<file path="src/rtl/adc_scan_control.sv">
// adc_scan_control
// Scan sequencer for an ADS7843-class serial touch/sensor ADC. On a host
// start pulse or a pen-down interrupt it converts channels 0..NUM_CH-1, one
// 24-DCLK frame per channel (or four frames per channel when averaging is
// enabled). Each result leaves as a tagged stream word.
//
// Optional build macro: ADC_SCAN_AVG_EN
//   defined   : four frames per channel are summed and the sum is shifted
//               right by 2; one result is produced per channel
//   undefined : one frame per channel and no accumulator
//
// Ports
//   iCLK           system clock, rising edge
//   iRST           synchronous reset, active-high
//   iSTART         one-cycle scan request
//   iADC_PENIRQ_n  pen-down from the ADC, asynchronous, active-low
//   iADC_BUSY      ADC busy flag, monitored only (no effect on timing)
//   iADC_DOUT      ADC serial data
//   oADC_CS        chip select, active-low
//   oADC_DCLK      serial clock, idles low
//   oADC_DIN       serial control data to the ADC
//   oDATA          conversion result (RES bits)
//   oCH            channel tag of oDATA
//   oVALID         one-cycle result strobe
//   oSCAN_DONE     one-cycle pulse after the last channel
//   oBUSY          high from scan start through the oSCAN_DONE cycle
//
// FSM states
//   state   | meaning
//   S_IDLE  | waiting for iSTART or synchronised pen-down
//   S_FRAME | CS low, 24 DCLK periods: control byte out, result in
//   S_GAP   | CS high for GAP_CYC cycles between frames
//   S_DONE  | scan-done pulse, then back to idle

module adc_scan_control #(
  parameter int NUM_CH  = 2,
  parameter int RES     = 12,
  parameter int CLK_DIV = 25,
  parameter int GAP_CYC = 4
) (
  input  logic           iCLK,
  input  logic           iRST,
  input  logic           iSTART,
  input  logic           iADC_PENIRQ_n,
  input  logic           iADC_BUSY,
  input  logic           iADC_DOUT,
  output logic           oADC_CS,
  output logic           oADC_DCLK,
  output logic           oADC_DIN,
  output logic [RES-1:0] oDATA,
  output logic [2:0]     oCH,
  output logic           oVALID,
  output logic           oSCAN_DONE,
  output logic           oBUSY
);

  typedef enum logic [1:0] {
    S_IDLE,
    S_FRAME,
    S_GAP,
    S_DONE
  } state_t;

  localparam logic           MODE_BIT  = (RES == 8);
  localparam logic [2:0]     LAST_CH   = 3'(NUM_CH - 1);
  localparam int             TMR_MAX   = (CLK_DIV > GAP_CYC) ? CLK_DIV : GAP_CYC;
  localparam int             TW        = $clog2(TMR_MAX + 1);
  localparam logic [TW-1:0]  DIV_LOAD  = TW'(CLK_DIV - 1);
  localparam logic [TW-1:0]  GAP_LOAD  = TW'(GAP_CYC - 1);
  localparam logic [TW-1:0]  TMR_ONE   = TW'(1);
  localparam logic [4:0]     SMP_FIRST = 5'd9;
  localparam logic [4:0]     SMP_LAST  = 5'(8 + RES);
  localparam logic [5:0]     HALF_LAST = 6'd47;

  // Channel n maps to ADC address {n[0], n[2:1]+1}, so ch0/ch1 land on the
  // X/Y pair (001/101) of the original touch controller. Differential mode,
  // power-down between conversions.
  function automatic logic [7:0] ctrl_byte(input logic [2:0] ch_sel);
    ctrl_byte = {1'b1, ch_sel[0], ch_sel[2:1] + 2'd1, MODE_BIT, 1'b0, 2'b00};
  endfunction

  state_t          state;
  logic            pen_s1;
  logic            pen_s2;
  logic [TW-1:0]   tmr;
  logic [5:0]      half;
  logic [4:0]      period;
  logic [7:0]      ctrl_sr;
  logic [RES-1:0]  shreg;
  logic [2:0]      ch;
  logic [2:0]      next_ch;
  logic            start_req;
  logic            smp_en;
  logic            ch_fin;
  logic            adc_busy_unused;

  assign adc_busy_unused = iADC_BUSY;
  assign start_req       = iSTART | ~pen_s2;
  assign period          = half[5:1];
  // Even half-period boundaries are DCLK rising edges.
  assign smp_en          = ~half[0] && (period >= SMP_FIRST) && (period <= SMP_LAST);
  assign next_ch         = ch_fin ? ch + 3'd1 : ch;

`ifdef ADC_SCAN_AVG_EN
  logic [1:0]     rep;
  logic [RES+1:0] acc;
  logic [RES+1:0] acc_sum;

  assign acc_sum = acc + {2'b00, shreg};
  // rep wraps to 0 after the fourth frame of a channel.
  assign ch_fin  = (rep == 2'd0);
`else
  assign ch_fin  = 1'b1;
`endif

  always_ff @(posedge iCLK) begin
    if (iRST) begin
      state      <= S_IDLE;
      pen_s1     <= 1'b1;
      pen_s2     <= 1'b1;
      tmr        <= '0;
      half       <= '0;
      ctrl_sr    <= '0;
      shreg      <= '0;
      ch         <= '0;
      oADC_CS    <= 1'b1;
      oADC_DCLK  <= 1'b0;
      oADC_DIN   <= 1'b0;
      oDATA      <= '0;
      oCH        <= '0;
      oVALID     <= 1'b0;
      oSCAN_DONE <= 1'b0;
      oBUSY      <= 1'b0;
`ifdef ADC_SCAN_AVG_EN
      rep        <= '0;
      acc        <= '0;
`endif
    end else begin
      pen_s1     <= iADC_PENIRQ_n;
      pen_s2     <= pen_s1;
      oVALID     <= 1'b0;
      oSCAN_DONE <= 1'b0;

      case (state)
        S_IDLE: begin
          if (start_req) begin
            state    <= S_FRAME;
            ch       <= '0;
            ctrl_sr  <= ctrl_byte(3'd0);
            oADC_CS  <= 1'b0;
            oADC_DIN <= 1'b1;        // control bit 7 is the start bit
            oBUSY    <= 1'b1;
            tmr      <= DIV_LOAD;
            half     <= '0;
`ifdef ADC_SCAN_AVG_EN
            rep      <= '0;
            acc      <= '0;
`endif
          end
        end

        S_FRAME: begin
          if (tmr != '0) begin
            tmr <= tmr - TMR_ONE;
          end else begin
            tmr  <= DIV_LOAD;
            half <= half + 6'd1;
            if (!half[0]) begin
              oADC_DCLK <= 1'b1;
              if (smp_en) begin
                shreg <= {shreg[RES-2:0], iADC_DOUT};
              end
            end else begin
              oADC_DCLK <= 1'b0;
              oADC_DIN  <= ctrl_sr[6];
              ctrl_sr   <= {ctrl_sr[6:0], 1'b0};
              // The 24th DCLK fall and the CS rise share an edge, so CS is
              // low for exactly 48*CLK_DIV cycles.
              if (half == HALF_LAST) begin
                oADC_CS  <= 1'b1;
                oADC_DIN <= 1'b0;
                state    <= S_GAP;
                tmr      <= GAP_LOAD;
`ifdef ADC_SCAN_AVG_EN
                rep <= rep + 2'd1;
                if (rep == 2'd3) begin
                  oDATA  <= acc_sum[RES+1:2];
                  oCH    <= ch;
                  oVALID <= 1'b1;
                  acc    <= '0;
                end else begin
                  acc <= acc_sum;
                end
`else
                oDATA  <= shreg;
                oCH    <= ch;
                oVALID <= 1'b1;
`endif
              end
            end
          end
        end

        S_GAP: begin
          if (tmr != '0) begin
            tmr <= tmr - TMR_ONE;
          end else if (ch_fin && (ch == LAST_CH)) begin
            state      <= S_DONE;
            oSCAN_DONE <= 1'b1;
          end else begin
            state    <= S_FRAME;
            ch       <= next_ch;
            ctrl_sr  <= ctrl_byte(next_ch);
            oADC_CS  <= 1'b0;
            oADC_DIN <= 1'b1;
            tmr      <= DIV_LOAD;
            half     <= '0;
          end
        end

        S_DONE: begin
          state <= S_IDLE;
          oBUSY <= 1'b0;
        end

        default: state <= S_IDLE;
      endcase
    end
  end

endmodule

</file>
<file path="config.mk">
export PLATFORM = sky130hd
export DESIGN_NAME = adc_scan_control
export DESIGN_NICKNAME = d
export VERILOG_FILES = /design/src/rtl/adc_scan_control.sv
export SDC_FILE = /design/constraint.sdc
export NUM_CORES = 1
export LEC_CHECK = 0
export BUFFER_PORTS_ARGS = -buffer_cell sky130_fd_sc_hd__buf_2
export CAP_MARGIN = 15
export CORE_AREA = 3 3 63 88
export CTS_BUF_LIST = sky130_fd_sc_hd__clkbuf_16
export DETAILED_ROUTE_END_ITERATION = 8
export DIE_AREA = 0 0 66 91
export GPL_ROUTABILITY_DRIVEN = 0
export HOLD_SLACK_MARGIN = 0.12
export PLACE_DENSITY = 0.73
export SLEW_MARGIN = 0
export SYNTH_ARGS = -nofsm -noshare
export SYNTH_HDL_FRONTEND = slang
export SYNTH_SLANG_ARGS = --single-unit
</file>
<file path="constraint.sdc">
create_clock -name iCLK -period 1.7 [get_ports iCLK]
set_clock_uncertainty 0.05 [all_clocks]
set_input_delay 0.51 -clock iCLK [delete_from_list [all_inputs] [get_ports iCLK]]
set_output_delay 0.51 -clock iCLK [all_outputs]
set_load 0.01 [all_outputs]
</file>
==> results.json <==
{
  "worst_pin_slew_ps": 392,
  "dpl_worst_slack_ps": -154,
  "seq_power_share_pct": 27.0,
  "p_comb_share_pct": 52.0,
  "synth_edf_count": 0,
  "cp.required_ps": 1830,
  "finalCritPeriodShare_pct": 107,
  "ys_ff_latch": 54,
  "setup_tns_ps": -2620,
  "postLayoutCellArea_um2": 3500,
  "endpoint_kind": "register",
  "nFillCells": 337,
  "cts_buffers": 5,
  "synthCells": 298,
  "ff2ff_path_depth": 8,
  "routed_wl_mm": 6.97,
  "status": "finished with violations",
  "core_region_area_um2": 4840,
  "drtAntennaViolNets": 0,
  "hold_buffers": 0,
  "rsz0062_at_grt": "yes",
  "drc_errors": 0,
  "grt_max_degree": 43,
  "die_x_um": 66,
  "start_util_pct": 51.1,
  "path_max_fanout": 6,
  "fin_total_pwr_w": 0.00557,
  "violations": "negative setup slack",
  "nets": 380,
  "pin_count": 27,
  "drive_gt1_share_pct": 38.0,
  "layoutNonFillerInstCount": 430,
  "crit_path_start_kind": "register",
  "cts_root_buf": "clkbuf_16",
  "n_antenna_cell": 0,
  "die_h_um": 91,
  "place_inst": 406,
  "startpoint": "tmr[1]",
  "dr.first_iter.drc_count": 196,
  "grt_pass1_vias": 2362,
  "dieArea_um2": 6010,
  "htreeDepth": 2,
  "crit_arrival_ps": 1960,
  "critPathKind": "reg2reg",
  "yosysUniqueCellTypes": 44,
  "rows": 30,
  "cp-endpoint": "shreg[3]",
  "hp-class": "in2reg",
  "gr-usage-all-layers_pct": 22.7,
  "synth_warnings": 0,
  "vdd_drop_max_uv": 860,
  "clk_path_buf_depth": 2,
  "drv_slew": 0,
  "postPlaceCellArea_um2": 2970,
  "clk_pin_slew_ps": 70,
  "p_int_w": 0.00353,
  "grt_pass1_wl_mm": 10.9,
  "r2r-start": "tmr[1]",
  "mostFrequentLayoutCells": "dfxtp_1, nand2_1, buf_4, a21oi_1, nor2_1",
  "p_per_area_nw_per_um2": 1590,
  "pwr-share-clk_pct": 21.0,
  "synthFlopType": "dfxtp_1",
  "rrSetupSlack_ps": -120,
  "firstDrtPassIters": 4,
  "worstSkewPairLatency_ps": 300,
  "post-dp-hpwl_mm": 4.05,
  "cts_tree": "yes",
  "p_switching_w": 0.00204,
  "routed-via-count": 2409,
  "final_common_cell": "dfxtp_1",
  "cts_sinks": 54,
  "setup_viol": 44,
  "synth.net_count": 313,
  "antenna_found_initial": 0,
  "register_area_um2": 1090,
  "vias_per_cell": 5.60,
  "p_leak_nw": 1.48,
  "netlist_area_um2": 2480,
  "clock.fmax_mhz": 549,
  "r2r-end": "shreg[3]",
  "portBuffers": 25,
  "area_delta_synth_final_pct": 41.3,
  "ys_async_sr_fraction_pct": 0,
  "period_minus_slack_ps": 1820,
  "hold_viol": 0,
  "maxCapViolCount": 0,
  "drt-wirelength-per-cell_um": 16.2,
  "relSlewSlack_pct": 73.9,
  "ys_seq_area_share_pct": 43.7,
  "overflow": 0,
  "switching_share_pct": 36.7,
  "synth_area_per_cell_um2": 8.31,
  "multi_input_area_um2": 1540,
  "setup_slack_ps": -123
}
[area by class of cell]
class | count | share of cell area, %
inverters | 9 | 1.11
repair buffers | 77 | 16.5
clock buffers | 5 | 3.58
multi-input cells | 218 | 44.1
clock inverters | 3 | 1.14
flip-flops and latches | 54 | 31.3
well taps | 64 | 2.29
[metrics by stage]
| stage | hold WS, ps | utilization, % |
|---|---|---|
| 3_5_place_dp | 344 | 61.3 |
| 5_1_grt | 367 | 72.2 |
| 2_1_floorplan | 339 | - |
| 4_1_cts | 360 | 69.1 |
| 6_report | 357 | 72.2 |
| 3_3_place_gp | 341 | 61.3 |
[power by group through the flow]
stage	clock network [W]	logic, W	registers, W
2_1_floorplan	0	0.00117	0.00154
3_3_place_gp	0	0.00185	0.00150
3_5_place_dp	0	0.00189	0.00151
4_1_cts	0.00116	0.00238	0.00149
5_1_grt	0.00122	0.00308	0.00152
6_report	0.00117	0.00290	0.00151
[Yosys cell counts (2+ instances only)]
master | count | share of area [%]
nor2b_1 | 3 | 0.76
and3b_1 | 2 | 0.71
nor3_1 | 8 | 1.6
a311oi_1 | 3 | 1.1
nand3b_1 | 3 | 0.91
nand2_1 | 51 | 7.7
clkbuf_1 | 10 | 1.5
dfxtp_1 | 54 | 44
o31ai_1 | 2 | 0.61
a21oi_1 | 33 | 6.7
nand4_1 | 3 | 0.76
a211oi_1 | 6 | 1.8
nand3_1 | 6 | 1.2
o21ai_0 | 10 | 2.0
nand2b_1 | 3 | 0.76
and2_1 | 3 | 0.76
ha_1 | 9 | 4.5
or2_2 | 4 | 1.0
mux2i_1 | 15 | 6.1
inv_1 | 9 | 1.4
buf_2 | 6 | 1.2
nor3b_1 | 2 | 0.61
a31oi_1 | 2 | 0.51
nor2_1 | 31 | 4.7
[critical path, cell delays in order (launching register included)]
cell     delay [ps]
dfxtp_2         330
inv_2            60
ha_4            130
nor4b_4         270
nand2_2         120
or3_4           370
buf_6           160
mux2i_1         160
nor2_1           60
[worst min path at each step]
stage / start / depth (start not counted) / slack, ps / to
finish: iADC_PENIRQ_n / 2 / 360 / pen_s1
global route: iADC_PENIRQ_n / 2 / 370 / pen_s1
CTS: pen_s1 / 1 / 360 / pen_s2
detailed placement: pen_s1 / 1 / 340 / pen_s2
global placement: pen_s1 / 1 / 340 / pen_s2
floorplan: pen_s1 / 1 / 340 / pen_s2
[repair_timing]
item,4_1_cts,5_1_grt
buffers inserted,6,7
endpoints found under the setup margin,44,48
pin swaps,30,17
cloned,3,0
gates resized for setup,43,26
[cells by family (layout without fill, tap and decap cells)]
kind of cell | Yosys count | in the layout | share of synthesized area, %
XOR/XNOR | 2 | 2 | 0.708
AND/OR/NAND/NOR | 126 | 126 | 23.9
adder cells (fa/ha/maj) | 9 | 9 | 4.55
multiplexers | 15 | 15 | 6.06
buffers and inverters | 26 | 94 | 4.40
flip-flops | 54 | 54 | 43.7
AO/OA/AOI/OAI | 66 | 66 | 16.7
[state kept, by name, summed over array words and instances (netlist names), 2 cells and up]
register,count
oCH,3
ch,3
half,6
ctrl_sr,3
state,2
shreg,12
tmr,5
oDATA,12
[metal layers]
metal	track usage, %	vias up	wire length [um]
li1	-	1157	-
met1	24.9	1158	2730
met3	4.83	18	324
met2	41.3	76	3750
met4	8.98	0	162
met5	0	-	0
No activity file was read; power rests on OpenSTA's default activity.
